===== src/rtl/mem_port_arbiter.sv =====
// -----------------------------------------------------------------------------
// mem_port_arbiter
//
// Shares the single-port instruction/data RAM between the CPU controller and a
// DMA/loader requester. The CPU has static priority. Its commands pass straight
// through to the RAM whenever the arbiter is idle. The DMA port is granted idle
// memory cycles only. Once granted, a DMA access always runs to completion, and
// the CPU is stalled until the arbiter is idle again.
//
// Optional build macro:
//   MEM_ARB_STARVE_GUARD_EN - adds a saturating starvation counter. After
//   STARVE_MAX IDLE cycles in which a pending DMA request lost to CPU traffic,
//   the DMA is granted and the CPU is stalled for that cycle. Without the
//   macro, continuous CPU traffic can starve the DMA indefinitely.
//
// Parameters:
//   AW         memory address width
//   DW         memory data width
//   STARVE_MAX DMA losing cycles before a forced grant (guard build only)
//
// Ports:
//   clk        rising-edge clock
//   reset_n    asynchronous active-low reset
//   cpu_cmd    CPU command: 10 READ, 01 WRITE, 00/11 none
//   cpu_addr   CPU address
//   cpu_wdata  CPU write data
//   cpu_stall  CPU command not forwarded this cycle; controller holds state
//   dma_req    DMA request, held until dma_ack
//   dma_we     DMA direction: 1 write, 0 read; stable while dma_req=1
//   dma_addr   DMA address; stable while dma_req=1
//   dma_wdata  DMA write data; stable while dma_req=1
//   dma_ack    one-cycle completion pulse (registered)
//   dma_rdata  registered DMA read data, valid with dma_ack after a read
//   mem_cmd    RAM command: 10 READ, 01 WRITE, 00 idle
//   mem_addr   RAM address
//   mem_wdata  RAM write data
//   mem_rdata  RAM read data, valid the cycle after a READ is presented
// -----------------------------------------------------------------------------
module mem_port_arbiter #(
    parameter int AW         = 9,
    parameter int DW         = 16,
    parameter int STARVE_MAX = 8
) (
    input  logic          clk,
    input  logic          reset_n,
    input  logic [1:0]    cpu_cmd,
    input  logic [AW-1:0] cpu_addr,
    input  logic [DW-1:0] cpu_wdata,
    output logic          cpu_stall,
    input  logic          dma_req,
    input  logic          dma_we,
    input  logic [AW-1:0] dma_addr,
    input  logic [DW-1:0] dma_wdata,
    output logic          dma_ack,
    output logic [DW-1:0] dma_rdata,
    output logic [1:0]    mem_cmd,
    output logic [AW-1:0] mem_addr,
    output logic [DW-1:0] mem_wdata,
    input  logic [DW-1:0] mem_rdata
);

    localparam logic [1:0] CMD_NONE  = 2'b00;
    localparam logic [1:0] CMD_READ  = 2'b10;
    localparam logic [1:0] CMD_WRITE = 2'b01;

    typedef enum logic [1:0] {
        IDLE,
        DMA_RD,
        DMA_RD_DONE,
        DMA_WR
    } state_t;

    state_t state;

    logic cpu_active;
    logic dma_sample;
    logic force_grant;
    logic dma_grant;

    // 11 is treated as "no command", like 00.
    assign cpu_active = (cpu_cmd == CMD_READ) || (cpu_cmd == CMD_WRITE);

    // In the ack cycle the requester may still be holding the request it is
    // being acknowledged for. Ignoring dma_req there prevents a duplicate
    // transfer and leaves one IDLE cycle between back-to-back DMA accesses.
    assign dma_sample = dma_req && !dma_ack;

`ifdef MEM_ARB_STARVE_GUARD_EN
    // The +2 keeps the width non-zero even when STARVE_MAX is 0.
    localparam int CW = $clog2(STARVE_MAX + 2);
    localparam logic [CW-1:0] STARVE_LIMIT = CW'(STARVE_MAX);

    logic [CW-1:0] starve_cnt;

    assign force_grant = (state == IDLE) && dma_sample && (starve_cnt == STARVE_LIMIT);
`else
    assign force_grant = 1'b0;
`endif

    // The DMA gets the RAM on an idle CPU cycle, or when the starvation guard
    // fires.
    assign dma_grant = (state == IDLE) && dma_sample && (!cpu_active || force_grant);

    // RAM-side mux. In IDLE the CPU path is combinational, so a CPU access
    // costs no extra cycle. Mid-DMA the RAM sees the DMA request and the CPU
    // is stalled. A forced grant also stalls the CPU in its IDLE cycle.
    always_comb begin
        mem_cmd   = CMD_NONE;
        mem_addr  = cpu_addr;
        mem_wdata = cpu_wdata;
        cpu_stall = 1'b0;
        case (state)
            IDLE: begin
                if (force_grant) begin
                    cpu_stall = cpu_active;
                end else if (cpu_active) begin
                    mem_cmd = cpu_cmd;
                end
            end
            DMA_RD, DMA_RD_DONE: begin
                mem_cmd   = CMD_READ;
                mem_addr  = dma_addr;
                mem_wdata = dma_wdata;
                cpu_stall = cpu_active;
            end
            DMA_WR: begin
                mem_cmd   = CMD_WRITE;
                mem_addr  = dma_addr;
                mem_wdata = dma_wdata;
                cpu_stall = cpu_active;
            end
            default: begin
                mem_cmd   = CMD_NONE;
                cpu_stall = 1'b0;
            end
        endcase
    end

    // Arbiter FSM with registered handshake outputs.
    // DMA_RD presents the address. DMA_RD_DONE keeps READ asserted while the
    // RAM returns data, then captures it.
    // Reset abandons any in-flight access and gives no ack.
    always_ff @(posedge clk or negedge reset_n) begin
        if (!reset_n) begin
            state     <= IDLE;
            dma_ack   <= 1'b0;
            dma_rdata <= '0;
`ifdef MEM_ARB_STARVE_GUARD_EN
            starve_cnt <= '0;
`endif
        end else begin
            dma_ack <= 1'b0;
            case (state)
                IDLE: begin
                    if (dma_grant) begin
                        state <= dma_we ? DMA_WR : DMA_RD;
                    end
                end
                DMA_RD: begin
                    state <= DMA_RD_DONE;
                end
                DMA_RD_DONE: begin
                    dma_rdata <= mem_rdata;
                    dma_ack   <= 1'b1;
                    state     <= IDLE;
                end
                DMA_WR: begin
                    dma_ack <= 1'b1;
                    state   <= IDLE;
                end
                default: begin
                    state <= IDLE;
                end
            endcase
`ifdef MEM_ARB_STARVE_GUARD_EN
            // Count only cycles in which the DMA actually lost to the CPU.
            // Saturate at the limit; any grant clears the count.
            if (dma_grant) begin
                starve_cnt <= '0;
            end else if ((state == IDLE) && dma_sample && cpu_active &&
                         (starve_cnt != STARVE_LIMIT)) begin
                starve_cnt <= starve_cnt + 1'b1;
            end
`endif
        end
    end

endmodule


===== config.mk =====
export PLATFORM = sky130hd
export DESIGN_NAME = mem_port_arbiter
export DESIGN_NICKNAME = d
export VERILOG_FILES = /design/src/rtl/mem_port_arbiter.sv
export SDC_FILE = /design/constraint.sdc
export NUM_CORES = 1
export LEC_CHECK = 0
export ABC_AREA = 1
export CAP_MARGIN = 0
export CORE_MARGIN = 2
export CORE_UTILIZATION = 31
export CTS_BUF_LIST = sky130_fd_sc_hd__clkbuf_16
export DETAILED_ROUTE_END_ITERATION = 6
export PLACE_DENSITY = 0.88
export SLEW_MARGIN = 20
export SYNTH_ARGS = -nofsm -noshare
export SYNTH_HDL_FRONTEND = slang
export SYNTH_SLANG_ARGS = --single-unit

===== constraint.sdc =====
create_clock -name clk -period 1.4 [get_ports clk]
set_input_delay 0.28 -clock clk [delete_from_list [all_inputs] [get_ports clk]]
set_output_delay 0.28 -clock clk [all_outputs]
set_load 0.03 [all_outputs]

Word level (Yosys, flattened, before mapping)
Index checks and enable logic that the tools add are counted.
{ "classes": {"muxes": 9, "reduce_logical": 10, "n_eq_ne": 6} }
{ "op_table": {"columns": ["cell", "n"], "rows": [
  ["16-bit two-way mux", 1],
  ["2-bit case mux with 3 select lines", 2],
  ["9-bit two-way mux", 1],
  ["2-bit == test, second input constant", 3],
  ["2-bit two-way mux", 3],
  ["2-bit by 1-bit == test with 1-bit output, second input constant", 2],
  ["2-bit OR reduction", 2],
  ["1-bit logical AND", 3],
  ["3-bit OR reduction", 1],
  ["1-bit logical NOT", 2],
  ["2-bit logical NOT", 1],
  ["2-bit != test, second input constant", 1],
  ["1-bit case mux with 2 select lines", 1],
  ["1-bit logical OR", 1],
  ["1-bit two-way mux", 1]
]} }
{ "totals": {"word_cells": 28, "output_inout_bits": 45, "register_bits": 19, "in_bits": 72} }

Depth between registers and ports, before layout
Gate-level depths: netlist (run 1).
{ "logic_depth": {"word_depth": 6, "mapped_depth": 7, "mapped_depth_nobuf": 6} }

Worst setup path after synthesis (run 1)
Ideal clock, no wire load.
{ "synth_timing": {"path_kind": "register to output", "from": "register state[0]", "to": "output mem_addr[8]", "stages_incl_launch_ff": 5, "t_arrival_ns": 1.479, "path_buffers": 1, "t_required_ns": 1.120, "slack_ns": -0.359, "path_cell_list": "dfrtp_1 inv_1 ha_1 buf_6 o21ai_0"} }
{ "synth_between": {"elab_chain_cells": 3, "word_cells_on_any_way": 5, "classes_between": "3 x eq/ne; 1 x mux; 1 x reduce/logical"} }
{ "synth_lines": {"columns": ["item", "line_no", "rtl"], "rows": [
  ["start, declared", "73", "state_t state;"],
  ["start signal, assigned", "156", "state <= dma_we ? DMA_WR : DMA_RD;"],
  ["2-bit == test or 2-bit by 1-bit == test with 1-bit output (tied branches)", "112", "case (state)"],
  ["3-bit OR reduction (no line) (*)", null, null],
  ["9-bit two-way mux (*)", "112", null],
  ["end, declared", "57", "output logic [AW-1:0] mem_addr,"]
]} }
Mark *: on every way between the ends. The rest lies on a longest branch, timed or not.

Final worst setup path (run 1)
{ "layout_timing": {"from": "register state[0]", "to": "output mem_wdata[0]"} }
{ "layout_between": {"elab_chain_cells": 3, "word_cells_on_any_way": 5, "classes_between": "3 x eq/ne; 1 x mux; 1 x reduce/logical"} }
{ "layout_lines": {"columns": ["item", "line_no", "rtl"], "rows": [
  ["2-bit == test or 2-bit by 1-bit == test with 1-bit output (tied branches)", "112", null],
  ["3-bit OR reduction (no line) (*)", null, null],
  ["16-bit two-way mux (*)", "112", null],
  ["end, declared", "58", "output logic [DW-1:0] mem_wdata,"]
]} }
Marks and branches as above.

==> impl_results.md, run 1 <==
* Outcome: finished, violations left
* Failing checks: negative setup slack
* Clock Sinks at 19
* Chip height at 69.3 µm
* Clk root buf: clkbuf_16
* Syn_area_per_cell at 7.27 µm²
* HPWL Detailed at 3.63 mm
* RePlAce Congestion at 0.740
* Worst-skew pair later-pin latency at 0.25 ns
* Vias per inst at 4.61
* Worst-path clk slew at 0.06 ns
* Num CTS Buffers at 3
* ANT cells at 0
* GRT Overall Usage at 21.8%
* Yosys Warn Count at 0
* Layout area overhead at 134%
* Multi-input gate area in the final layout at 786 µm²
* Hold Vio Cnt, Final at 0
* Slew HR at 78.6%
* Vias in the first global route at 1,813
* Final nets at 398
* Die area at 4810 µm²
* Slew of the pin with the lowest slew margin at 0.323 ns
* Crit path launch: state[0]$_DFFE_PN0P_
* Vias at 1,696
* Leading cell type in the layout, fill and taps excluded: clkdlybuf4s50_1
* CTS tree: yes
* #FFs+latches synth at 19
* Reg area at 475 µm²
* Io pins at 117
* Worst setup SP type: flip-flop
* Clk buf depth at 2
* Congestion Overflow GR at 0
* Starting Density at 32.6%
* Mapped Area at 1320 µm²
* Finished Layout Cells at 368
* Largest net degree at the start of global routing at 23
* DRC viols at 0
* Leak at 0.00151 µW
* CP Cell Sequence: inv_2 > ha_4 > buf_6 > buf_16 > nand2_2 > o21ai_2 > buf_6
* DR pass1 iterations at 4
* PortBufs at 116
* RR Startpoint: state[0]$_DFFE_PN0P_
* Pwr/cell area at 2410 nW/µm²
* Final worst-path cycle share at 123%
* Synthesized instance count at 182
* Post-synthesis sequential area ratio at 35.9%
* PnR worst setup slack at -0.325 ns
* Setup Crit Path Kind: flip-flop to output pin
* CP endpoint kind: output pin
* # fillers at 284
* Commonest non-fill, non-tap cells in the layout: clkdlybuf4s50_1 (70), inv_1 (46), nand2_1 (42)
* RSZ-0062 raised after global routing: yes
* H-tree levels at 1
* Slew Viols, Final at 0
* R2R depth at 8
* Distinct cell type count after synthesis at 13
* Min cycle time layout at 1.73 ns
* Worst min-delay path class: primary input to asynchronous set/reset pin
* ANT nets after route at 0
* Arrival time worst endpoint at 1.45 ns
* Slowest cell on crit path: dfrtp_1
* CP peak stage delay at 0.39 ns
* WL per Instance at 14.4 µm
* Setup WS pre-CTS at -0.263 ns
* Fmax at 580 MHz
* Max-Cap Viols at 0
* CORE AREA at 4060 µm²
* Post-Place Cells at 356
* Chip width at 69.3 µm
* Cell repeated most along the worst path: buf_6
* Req. time, crit path at 1.12 ns
* Final wirelength at 5.32 mm
* Final setup viols at 28
* Number of core rows at 23
* IR drop worst, VDD at 1520 µV
* Fin Clk Skew at 0.00409 ns
* Layout cells sized above 1 at 31.1%
* Synth Net Count at 261
* CTS Hold Buffers Added at 0
* Initial drt markers at 32
* Antenna violations before repair at 0
* Crit-path max FO at 6
* First-pass GRT wire length at 8.51 mm
-- per-layer routing --
layer / global-route usage (%) / up-vias / routed length (µm) / share of wire [%]
li1: - / 813 / - / -
met1: 23.4 / 770 / 1810 / 34
met5: 0 / - / 0 / 0
met2: 41.7 / 97 / 2890 / 54
met4: 8.50 / 0 / 210 / 3.9
met3: 4.07 / 16 / 402 / 7.6
-- timing repair --
| item | 4_1_cts | 5_1_grt |
|---|---|---|
| endpoints found under the setup margin | 45 | 30 |
| buffers inserted | 4 | 1 |
| cloned | 4 | 0 |
| gates resized for setup | 72 | 10 |
| pin swaps | 15 | 2 |
-- cell families (layout without fill, tap and decap cells) --
family | after synthesis | after routing | synth area share, %
simple gates | 54 | 54 | 15.8
flops | 19 | 19 | 35.9
buf+inv | 58 | 194 | 20.5
compound gates | 44 | 44 | 21.2
fa+ha+maj | 7 | 7 | 6.62
-- cells in the mapped netlist --
library cell	n	share of area (%)
or2_2	1	0.47
dfrtp_1	19	36
nand3_1	3	1.1
o21ai_2	16	11
inv_1	49	14
nand2_1	49	14
o21ai_0	21	7.9
buf_2	1	0.38
nor2_1	1	0.28
o21ai_1	7	2.6
buf_4	2	1.1
ha_1	7	6.6
buf_6	6	5.1
-- critical path: cells and delay by family (launching register included) --
kind                       cells  cell delay (ns)
DFF                            1             0.39
adders and majority gates      1             0.20
AOI/OAI and AO/OA              1             0.05
buffers and inverters          4             0.51
and+or+nand+nor                1             0.05
-- area by class of cell --
class                           instances  share of cell area [%]
Clock buffer                            3                    2.42
Inverter                               49                    5.93
Sequential cell                        19                    15.3
Timing Repair Buffer                  141                    48.7
Clock inverter                          1                   0.242
Multi-Input combinational cell        105                    25.4
Tap cell                               50                    2.02
-- sequential cells by signal, indices dropped and copies added (netlist names) --
name and count:
dma_rdata 16, state 2, dma_ack 1
-- stage by stage --
step / TNS [ns] / hold WS (ns) / instance area, µm² / total power [µW] / utilization, %
detailed placement: -2.74 / 0.516 / 2650 / 5700 / 65.2
global placement: -2.28 / 0.511 / 2650 / 5580 / 65.2
global route: -9.48 / 0.389 / 3100 / 7890 / 76.4
floorplan: -2.25 / -0.0156 / 1430 / 3910 / -
finish: -8.02 / 0.371 / 3100 / 7480 / 76.4
CTS: -7.85 / 0.372 / 3060 / 7380 / 75.4
-- path summary, 6_finish.rpt --
path,slack (ns),endpoint
min in group clk,0.52,dma_rdata[14]$_DFFE_PN0N_
max in group asynchronous,0.83,state[0]$_DFFE_PN0P_
worst min-delay path,0.37,dma_rdata[3]$_DFFE_PN0N_
worst max register to register,0.03,state[1]$_DFFE_PN0P_
worst max-delay path,-0.33,mem_wdata[0]
worst min register to register,0.52,dma_rdata[14]$_DFFE_PN0N_
-- where the power goes --
part	leakage (µW)	switching [µW]	internal [µW]
Combinational	0.00124	3220	2730
Sequential	0.000235	123	820
Clock	0.0000371	203	385
No activity file was read; power rests on OpenSTA's default activity.
==> inputs of run 2 (changes only) <==
CTS_CLUSTER_DIAMETER = 40   (was unset)
GPL_TIMING_DRIVEN = 0   (was unset)
RECOVER_POWER = 100   (was unset)
==> run 2 against run 1 <==
  * The run still ends with negative setup slack left
  * Non-clock buffer count fell by 5
  * Core utilization fell by 0.062 points
  * Cell area hardly changed
  * Flip-flop and latch count unchanged
  * Setup slack worse by 0.031 ns
  * Maximum frequency fell by 1.8%
  * Count of clock-buffer cells in the layout did not move
  * Global-route usage fell by 3.1 points
  * Highest routed layer unchanged
==> impl_results.md, run 2 (synthesis gave the netlist of run 1 again) <==
* Crit-path max FO at 7
* Vias in the first global route at 1,586
* DRC viols at 0
* Finished Layout Cells at 363
* Vias per inst at 4.50
* RePlAce Congestion at 0.795
* Leak at 0.00149 µW
* Slew of the pin with the lowest slew margin at 0.819 ns
* DR pass1 iterations at 4
* Die area at 4810 µm²
* Reg-to-reg endpoint: dma_rdata[5]$_DFFE_PN0N_
* Initial drt markers at 45
* Antenna violations before repair at 0
* Placed Area at 2650 µm²
* Hold Vio Cnt, Final at 0
* Final setup viols at 28
* Req. time, crit path at 1.12 ns
* Most flops, register: dma_rdata
* Slew Viols, Final at 0
* Worst-skew pair later-pin latency at 0.25 ns
* Worst min-delay path class: flip-flop to flip-flop
* Layout area overhead at 134%
* RR Startpoint: state[0]$_DFFE_PN0P_
* Max-Cap Viols at 0
* Leading cell type in the layout, fill and taps excluded: clkdlybuf4s50_1
* Biggest regs: dma_rdata (16), state (2), dma_ack (1)
* Layout cells sized above 1 at 32.9%
* CP Cell Sequence: inv_2 > ha_4 > buf_12 > buf_8 > nand2_1 > o21ai_4 > buf_6
* WL per Instance at 13.4 µm
* Chip height at 69.3 µm
* Worst-path clk slew at 0.05 ns
* Clock Sinks at 19
* Commonest non-fill, non-tap cells in the layout: clkdlybuf4s50_1 (70), inv_1 (47), buf_6 (34)
* Num CTS Buffers at 3
* Min cycle time layout at 1.76 ns
* Arrival time worst endpoint at 1.48 ns
* Design Area, Final at 3100 µm²
* HPWL Detailed at 3.52 mm
* H-tree levels at 1
* Clk buf depth at 2
* Post-Place Cells at 348
* ANT cells at 0
* PnR worst setup slack at -0.356 ns
* Worst hold path startpoint: dma_rdata[9]$_DFFE_PN0N_
* First-pass GRT wire length at 7.35 mm
* CP endpoint kind: output pin
* Largest net degree at the start of global routing at 20
* Congestion Overflow GR at 0
* Max reg flops at 16
* Final Core Density at 76.3%
* CTS Hold Buffers Added at 0
* Slowest cell on crit path: dfrtp_1
* RSZ-0062 raised after global routing: yes
* Hold WS at 0.504 ns
* Hold path endpoint: dma_rdata[9]$_DFFE_PN0N_
* CP peak stage delay at 0.39 ns
* Starting Density at 32.6%
* Number of core rows at 23
* CTS tree: yes
* Fmax at 569 MHz
* Final nets at 393
* Setup Crit Path Kind: flip-flop to output pin
* Fin Clk Skew at 0.00148 ns
* Setup slack on the worst flop-to-flop path at 0.03 ns
* ANT nets after route at 0
* CORE AREA at 4060 µm²
* IR drop worst, VDD at 1400 µV
* Chip width at 69.3 µm
* PortBufs at 116
* R2R depth at 7
* Io pins at 117
* Hold path cells at 2
* Clk root buf: clkbuf_16
* Final worst-path cycle share at 125%
* Vias at 1,633
* GRT Overall Usage at 18.7%
* Outcome: finished, violations left
* Final wirelength at 4.88 mm
* Pwr/cell area at 2380 nW/µm²
* Failing checks: negative setup slack
* Slew HR at 45.2%
* Worst setup SP type: flip-flop
* Setup WS pre-CTS at -0.791 ns
-- run 2: changes by cell type in the layout (fill, tap and decap cells not counted), sizes merged --
cell	delta
dlygate4sd2	-1
clkinvlp	-1
dlygate4sd3	+1
inv	+1
buf	-9
clkbuf	+4
-- run 2: area by class of cell --
| cell class | instances | area, µm² |
|---|---|---|
| repair buffers | 127 | 1310 |
| fillers | 270 | 961 |
| multi-input cells | 105 | 847 |
| flip-flops and latches | 19 | 475 |
| inverters | 49 | 184 |
| plain buffers | 9 | 135 |
| clock buffers | 3 | 75.1 |
| well taps | 50 | 62.6 |
| clock inverters | 1 | 3.75 |
-- run 2: worst max path at each step --
stage	start	end	slack (ns)	cells past startpoint
4_1_cts	state[0]$_DFFE_PN0P_	mem_wdata[15]	-0.34	7
3_3_place_gp	cpu_cmd[0]	cpu_stall	-0.79	5
5_1_grt	state[1]$_DFFE_PN0P_	mem_addr[5]	-0.42	7
6_report	state[1]$_DFFE_PN0P_	mem_addr[5]	-0.36	7
2_1_floorplan	state[1]$_DFFE_PN0P_	mem_addr[8]	-0.13	6
3_5_place_dp	cpu_cmd[0]	cpu_stall	-0.79	5
-- run 2: through the flow --
stage	total power, µW	setup TNS, ns
finish	7370	-9.20
CTS	6620	-8.75
global placement	5630	-19.11
global route	7790	-12.19
detailed placement	5690	-19.57
floorplan	3910	-2.25
-- run 2: repair_timing --
action	in CTS	in global routing
pin swaps	4	6
cloned	2	3
endpoints found under the setup margin	45	28
gates resized for setup	234	48
buffers inserted	3	3
-- run 2: worst max-delay path: cells and delay by family, from the launching register on --
family	cells	cell delay, ns
buffers and inverters	4	0.51
and+or+nand+nor	1	0.08
DFF	1	0.39
adders and majority gates	1	0.16
AOI/OAI and AO/OA	1	0.07
-- run 2: power by group --
part	leakage (µW)	total (µW)	switching, µW	internal [µW]
Sequential	0.000235	944	124	821
Clock	0.0000423	566	187	379
Combinational	0.00122	5860	3220	2650
-- run 2: per-layer routing --
| layer | global-route usage [%] | vias up | share of wire, % |
|---|---|---|---|
| met5 | 0 | - | 0 |
| met4 | 6.97 | 0 | 1.9 |
| met3 | 3.63 | 8 | 6.7 |
| met2 | 33.5 | 73 | 54 |
| met1 | 21.9 | 742 | 37 |
| li1 | - | 810 | - |
